==> src/rtl/synth_pkg.sv <==
// Shared constants and per-voice state record for the polyphony scheduler.
package synth_pkg;
  localparam int N_KEYS_DEF   = 8;
  localparam int N_VOICES_DEF = 4;
  localparam int AGE_W        = 8;
  localparam int KEY_W        = $clog2(N_KEYS_DEF);

  typedef struct packed {
    logic             gate;
    logic [KEY_W-1:0] key;
    logic [AGE_W-1:0] age;
  } voice_state_t;
endpackage

==> src/rtl/voice_allocator_if.sv <==
// Key-pulse inputs and voice-bank outputs of the voice allocator.
interface voice_allocator_if
  import synth_pkg::*;
#(
  parameter int N_KEYS   = N_KEYS_DEF,
  parameter int N_VOICES = N_VOICES_DEF,
  parameter int KW       = $clog2(N_KEYS)
);
  // No back-pressure: key_press/key_release are single-cycle pulses that are always
  // accepted; voice_trig and steal are single-cycle pulses the voice bank must take.
  logic [N_KEYS-1:0]      key_press;
  logic [N_KEYS-1:0]      key_release;
  logic [N_VOICES-1:0]    voice_gate;
  logic [N_VOICES*KW-1:0] voice_key;
  logic [N_VOICES-1:0]    voice_trig;
  logic                   steal;
  logic                   busy;

  modport master (
    output key_press, key_release,
    input  voice_gate, voice_key, voice_trig, steal, busy
  );

  modport slave (
    input  key_press, key_release,
    output voice_gate, voice_key, voice_trig, steal, busy
  );
endinterface

==> src/rtl/rr_arbiter.sv <==
// Combinational round-robin pick: first asserted request at or after ptr, wrapping.
module rr_arbiter #(
  parameter int N = 8,
  localparam int PW = (N > 1) ? $clog2(N) : 1
) (
  input  logic [N-1:0]  req,
  input  logic [PW-1:0] ptr,
  output logic [N-1:0]  gnt,
  output logic          gnt_valid
);
  logic [PW-1:0] idx;

  always_comb begin
    gnt       = '0;
    gnt_valid = 1'b0;
    idx       = '0;
    for (int i = 0; i < N; i++) begin
      idx = PW'((int'(ptr) + i) % N);
      if (!gnt_valid && req[idx]) begin
        gnt[idx]  = 1'b1;
        gnt_valid = 1'b1;
      end
    end
  end
endmodule

==> src/rtl/voice_allocator.sv <==
// Polyphony scheduler: one pending key per cycle is placed on a matching, free or oldest voice.
module voice_allocator
  import synth_pkg::*;
#(
  parameter int N_VOICES = N_VOICES_DEF
) (
  input  logic clk,
  input  logic rst,
  voice_allocator_if.slave bus
);
  localparam int N_KEYS = N_KEYS_DEF;
  localparam int VW     = (N_VOICES > 1) ? $clog2(N_VOICES) : 1;

  logic [N_KEYS-1:0]   pending;
  logic [KEY_W-1:0]    rr_ptr;
  voice_state_t        voices [N_VOICES];
  logic [N_VOICES-1:0] trig;
  logic                steal_q;

  logic [N_KEYS-1:0]   gnt;
  logic                gnt_valid;
  logic [KEY_W-1:0]    gnt_key;

  rr_arbiter #(.N(N_KEYS)) u_arb (
    .req       (pending),
    .ptr       (rr_ptr),
    .gnt       (gnt),
    .gnt_valid (gnt_valid)
  );

  always_comb begin
    gnt_key = '0;
    for (int k = 0; k < N_KEYS; k++)
      if (gnt[k]) gnt_key = KEY_W'(k);
  end

  // Voice search: match beats free beats oldest; strict '>' keeps the lowest index on ties.
  logic             match_hit, free_hit, do_steal;
  logic [VW-1:0]    match_v, free_v, old_v, tgt_v;
  logic [AGE_W-1:0] old_age;

  always_comb begin
    match_hit = 1'b0;
    free_hit  = 1'b0;
    match_v   = '0;
    free_v    = '0;
    old_v     = '0;
    old_age   = '0;
    for (int v = 0; v < N_VOICES; v++) begin
      if (!match_hit && voices[v].gate && voices[v].key == gnt_key) begin
        match_hit = 1'b1;
        match_v   = VW'(v);
      end
      if (!free_hit && !voices[v].gate) begin
        free_hit = 1'b1;
        free_v   = VW'(v);
      end
      if (voices[v].age > old_age) begin
        old_age = voices[v].age;
        old_v   = VW'(v);
      end
    end
    tgt_v    = match_hit ? match_v : (free_hit ? free_v : old_v);
    do_steal = gnt_valid && !match_hit && !free_hit;
  end

  always_ff @(posedge clk) begin
    if (rst) begin
      pending <= '0;
      rr_ptr  <= '0;
      trig    <= '0;
      steal_q <= 1'b0;
      for (int v = 0; v < N_VOICES; v++) voices[v] <= '0;
    end else begin
      // A press always (re)arms the request, even against a same-edge release.
      pending <= bus.key_press | (pending & ~bus.key_release & ~gnt);
      if (gnt_valid)
        rr_ptr <= (gnt_key == KEY_W'(N_KEYS - 1)) ? '0 : gnt_key + 1'b1;
      steal_q <= do_steal;
      for (int v = 0; v < N_VOICES; v++) begin
        trig[v] <= 1'b0;
        if (gnt_valid && tgt_v == VW'(v)) begin
          voices[v].gate <= 1'b1;
          voices[v].key  <= gnt_key;
          voices[v].age  <= '0;
          trig[v]        <= 1'b1;
        end else if (voices[v].gate && bus.key_release[voices[v].key]) begin
          voices[v].gate <= 1'b0;
          voices[v].age  <= '0;
        end else if (gnt_valid && voices[v].gate && voices[v].age != '1) begin
          voices[v].age <= voices[v].age + 1'b1;
        end
      end
    end
  end

  always_comb begin
    bus.voice_gate = '0;
    bus.voice_key  = '0;
    for (int v = 0; v < N_VOICES; v++) begin
      bus.voice_gate[v]                  = voices[v].gate;
      bus.voice_key[v*KEY_W +: KEY_W]    = voices[v].key;
    end
  end

  assign bus.voice_trig = trig;
  assign bus.steal      = steal_q;
  assign bus.busy       = |pending;
endmodule

==> src/flat_wrapper.sv <==
// flat-port wrapper written by rule: the top's interface ports become plain ports
module voice_allocator_flat import synth_pkg::*;
#(
  parameter int N_VOICES = N_VOICES_DEF
)
  (clk, rst, bus_key_press, bus_key_release, bus_voice_gate, bus_voice_key, bus_voice_trig, bus_steal, bus_busy);
  voice_allocator_if #(.N_VOICES(N_VOICES)) bus_i ();
  input  logic clk;
  input  logic rst;
  input wire logic [$bits(bus_i.key_press)-1:0] bus_key_press;
  input wire logic [$bits(bus_i.key_release)-1:0] bus_key_release;
  output wire logic [$bits(bus_i.voice_gate)-1:0] bus_voice_gate;
  output wire logic [$bits(bus_i.voice_key)-1:0] bus_voice_key;
  output wire logic [$bits(bus_i.voice_trig)-1:0] bus_voice_trig;
  output wire logic [$bits(bus_i.steal)-1:0] bus_steal;
  output wire logic [$bits(bus_i.busy)-1:0] bus_busy;
  assign bus_i.key_press = bus_key_press;
  assign bus_i.key_release = bus_key_release;
  assign bus_voice_gate = bus_i.voice_gate;
  assign bus_voice_key = bus_i.voice_key;
  assign bus_voice_trig = bus_i.voice_trig;
  assign bus_steal = bus_i.steal;
  assign bus_busy = bus_i.busy;
  voice_allocator #(.N_VOICES(N_VOICES)) u_core (.clk(clk), .rst(rst), .bus(bus_i));
endmodule
==> config.mk <==
export PLATFORM = sky130hd
export DESIGN_NAME = voice_allocator_flat
export DESIGN_NICKNAME = d
export VERILOG_FILES = /design/src/rtl/synth_pkg.sv /design/src/rtl/voice_allocator_if.sv /design/src/rtl/rr_arbiter.sv /design/src/rtl/voice_allocator.sv /design/src/flat_wrapper.sv
export SDC_FILE = /design/constraint.sdc
export NUM_CORES = 1
export LEC_CHECK = 0
export BUFFER_PORTS_ARGS = -buffer_cell sky130_fd_sc_hd__buf_2
export CORE_MARGIN = 2
export CORE_UTILIZATION = 30
export DETAILED_ROUTE_END_ITERATION = 7
export GPL_TIMING_DRIVEN = 0
export PLACE_DENSITY = 0.52
export SLEW_MARGIN = 20
export SYNTH_ARGS = -nofsm -noshare
export SYNTH_HDL_FRONTEND = slang
export SYNTH_HIERARCHICAL = 1
export SYNTH_SLANG_ARGS = --single-unit
==> constraint.sdc <==
create_clock -name clk -period 10.9 [get_ports clk]
set_input_delay 1.635 -clock clk [delete_from_list [all_inputs] [get_ports clk]]
set_output_delay 1.635 -clock clk [all_outputs]
set_load 0.05 [all_outputs]
==> out/metrics.cfg <==
[synth]
ys_dominant_reg_cell = edfxtp_1
syn_avg_cell_area_sq_um = 9.66
syn_inst = 580
synth_cell_types = 71
yosysWarnings = 6
seq_area_frac_synth = 0.315
synth-seq-cells = 64
syn_area_sq_um = 5600
syn-num-nets = 635
synth-async-reset-ratio = 0
synth-edff-count = 48

[route]
ant_nets = 0
vias = 4751
routedWlPerCell_um = 18.1
first_pass_iters = 4
drtIter0Drc = 335
drc = 0
wirelength_mm = 15.7
via_per_inst = 5.50

[global_routing]
grt_pass1_vias = 4702
grt_overflow_total = 0
met3_usage = 0.0289
track_usage = 0.161
busiest_layer = met2
grt_pass1_wl_mm = 25.2
met2_usage = 0.265
met1_usage = 0.214
grt_max_degree = 12
antenna_found_initial = 0

[floorplanning]
pin_count = 40
initial_utilization = 0.309
num_rows = 49
die_w_um = 141
die-area_sq_um = 19800
core_sq_um = 18100
die_h_um = 141

[timing]
fmax_mhz = 129
setup-violations-final = 0
timing.final.hold_violations = 0
maxSlewViolCount = 0
tns_ns = 0
min_period_ns = 7.72
fin_worst_skew_ns = 0.00654
rsz0062_at_grt = no
slew_headroom = 0.467
tightest_slew_ns = 0.794
finalCritPeriodShare = 0.709

[clocking]
clk_path_buf_depth = 2
cts_sinks = 64
ctsResizeCount = 0
cts_root_buffer = clkbuf_16
worstSkewPairLatency_ns = 0.34
h-tree-depth = 3
cts_tree = yes
post-cts-setup-buffer-count = 0
cts_made_buffers = 9
clk_pin_slew_ns = 0.06
cts_hold_buf = 0

[worst_setup_path]
r2r_start = u_core/voices[0][0]$_SDFFCE_PN0P_
crit_type = reg -> reg
r2r_slack_ns = 3.18
worstSetupEndpointType = flop
cp-start-kind = flop
reg2reg_to = u_core/voices[3][1]$_SDFFCE_PN0P_
crit_path_max_fanout = 10
crit_path_frequent_cell = ha_1
reg2regPathDepth = 28
cp.required_ns = 10.93
slowest_stage = or4_1
slowest_delay_ns = 0.71
arrival_ns = 7.76

[worst_hold_path]
worstHoldPathCells = 2
hp-class = reg -> reg
hp-start = u_core/pending[0]$_SDFF_PP0_
hold_path_end = u_core/pending[0]$_SDFF_PP0_

[finish]
final_common_cell = nor2_1
fillers = 1849
drive_above_1_share = 0.192
area_delta_synth_final_pct = 13.8
n_antenna_cell = 0
layout_common_cells = nor2_1, edfxtp_1, nand2_1
final_net_count = 685

[placed_design]
gp_congestion = 0.853
portBuffers = 39
dp_hpwl_mm = 12.0

[status]
outcome = completed

[flow_run]
maxCapViolCount = 0

-- worst max-delay path: cells and delay by family, from the launching register on --
kind,cells,cell delay (ns)
buf+inv,3,0.87
fa+ha+maj,4,1.14
simple gates,10,1.82
compound gates,11,3.04
flops,1,0.52
-- synthesized netlist by cell type (3+ instances only) --
library cell / count / area, sq um
nor2_1: 54 / 203
edfxtp_1: 48 / 1440
nand2_1: 44 / 165
ha_1: 37 / 463
nand3_1: 32 / 160
inv_1: 25 / 93.8
mux2i_1: 25 / 250
a21oi_1: 22 / 110
and3_1: 21 / 131
xnor2_1: 20 / 175
mux4_2: 19 / 428
nor4_1: 18 / 113
xor2_1: 18 / 158
buf_4: 16 / 120
dfxtp_1: 16 / 320
o21ai_0: 16 / 80.1
nand4_1: 13 / 81.3
nor3_1: 12 / 60.1
clkbuf_1: 10 / 37.5
nor2b_1: 10 / 62.6
or4_1: 8 / 60.1
a21o_1: 5 / 37.5
a221oi_1: 4 / 35.0
buf_1: 4 / 15.0
buf_2: 4 / 20.0
mux2_2: 4 / 45.0
or2_1: 4 / 25.0
a22oi_1: 3 / 22.5
a31oi_1: 3 / 18.8
nand2b_1: 3 / 18.8
nand4b_1: 3 / 26.3
nor3_2: 3 / 30.0
o21a_1: 3 / 22.5
o21ai_1: 3 / 15.0
-- sequential cells by signal, indices dropped and copies added (netlist names) --
name,cells
u_core/rr_ptr,3
u_core/voices,48
u_core/pending,8
u_core/bus.steal,1
u_core/bus.voice_trig,4
-- layout make-up --
class / count / area (sq um) / area share
multi-input combinational: 453 / 3520 / 0.553
inverter: 27 / 101 / 0.0159
timing repair buffer: 39 / 195 / 0.0306
clock buffer: 10 / 229 / 0.0359
clock inverter: 6 / 60.1 / 0.00943
sequential: 64 / 1760 / 0.277
buffer: 36 / 215 / 0.0338
tap: 229 / 287 / 0.0450
-- per-stage QoR --
stage               cells  setup WS (ns)  cell area (sq um)  hold WS [ns]   util
finish                864           3.18               6370         0.606  0.351
global route          864           2.37               6370         0.634  0.351
CTS                   864           3.19               6370         0.598  0.351
detailed placement    848           3.23               6080         0.587  0.335
global placement      848           3.33               6080         0.577  0.335
floorplan             580           4.41               5600         0.512      -
-- cell families (layout without fill, tap and decap cells) --
| logic type | Yosys count | after routing | synth area share |
|---|---|---|---|
| adders and majority gates | 37 | 37 | 0.0827 |
| DFF | 64 | 64 | 0.315 |
| and+or+nand+nor | 240 | 240 | 0.227 |
| buffers and inverters | 63 | 118 | 0.0565 |
| AOI/OAI and AO/OA | 88 | 88 | 0.123 |
| muxes | 49 | 49 | 0.134 |
| xor gates and xnor gates | 39 | 39 | 0.0623 |
-- metal layers --
metal,wire (um),share of wire
met5,0,0
met4,301,0.019
met3,735,0.047
met2,7320,0.47
met1,7290,0.47
-- worst max-delay path by stage --
| stage | from | endpoint | slack (ns) | cells after the start |
|---|---|---|---|---|
| after floorplan | u_core/voices[0][0]$_SDFFCE_PN0P_ | u_core/voices[3][0]$_SDFFCE_PN0P_ | 4.41 | 28 |
| after global placement | u_core/voices[0][0]$_SDFFCE_PN0P_ | u_core/voices[3][3]$_SDFFCE_PN0P_ | 3.33 | 28 |
| after detailed placement | u_core/voices[0][0]$_SDFFCE_PN0P_ | u_core/voices[3][4]$_SDFFCE_PN0P_ | 3.23 | 28 |
| after CTS | u_core/voices[0][0]$_SDFFCE_PN0P_ | u_core/voices[3][2]$_SDFFCE_PN0P_ | 3.19 | 28 |
| after global routing | u_core/voices[0][0]$_SDFFCE_PN0P_ | u_core/voices[3][6]$_SDFFCE_PN0P_ | 2.37 | 28 |
| final | u_core/voices[0][0]$_SDFFCE_PN0P_ | u_core/voices[3][1]$_SDFFCE_PN0P_ | 3.18 | 28 |
Power is not shown: default switching activity piles up to over one toggle a cycle in this logic, so the estimate is an artifact.
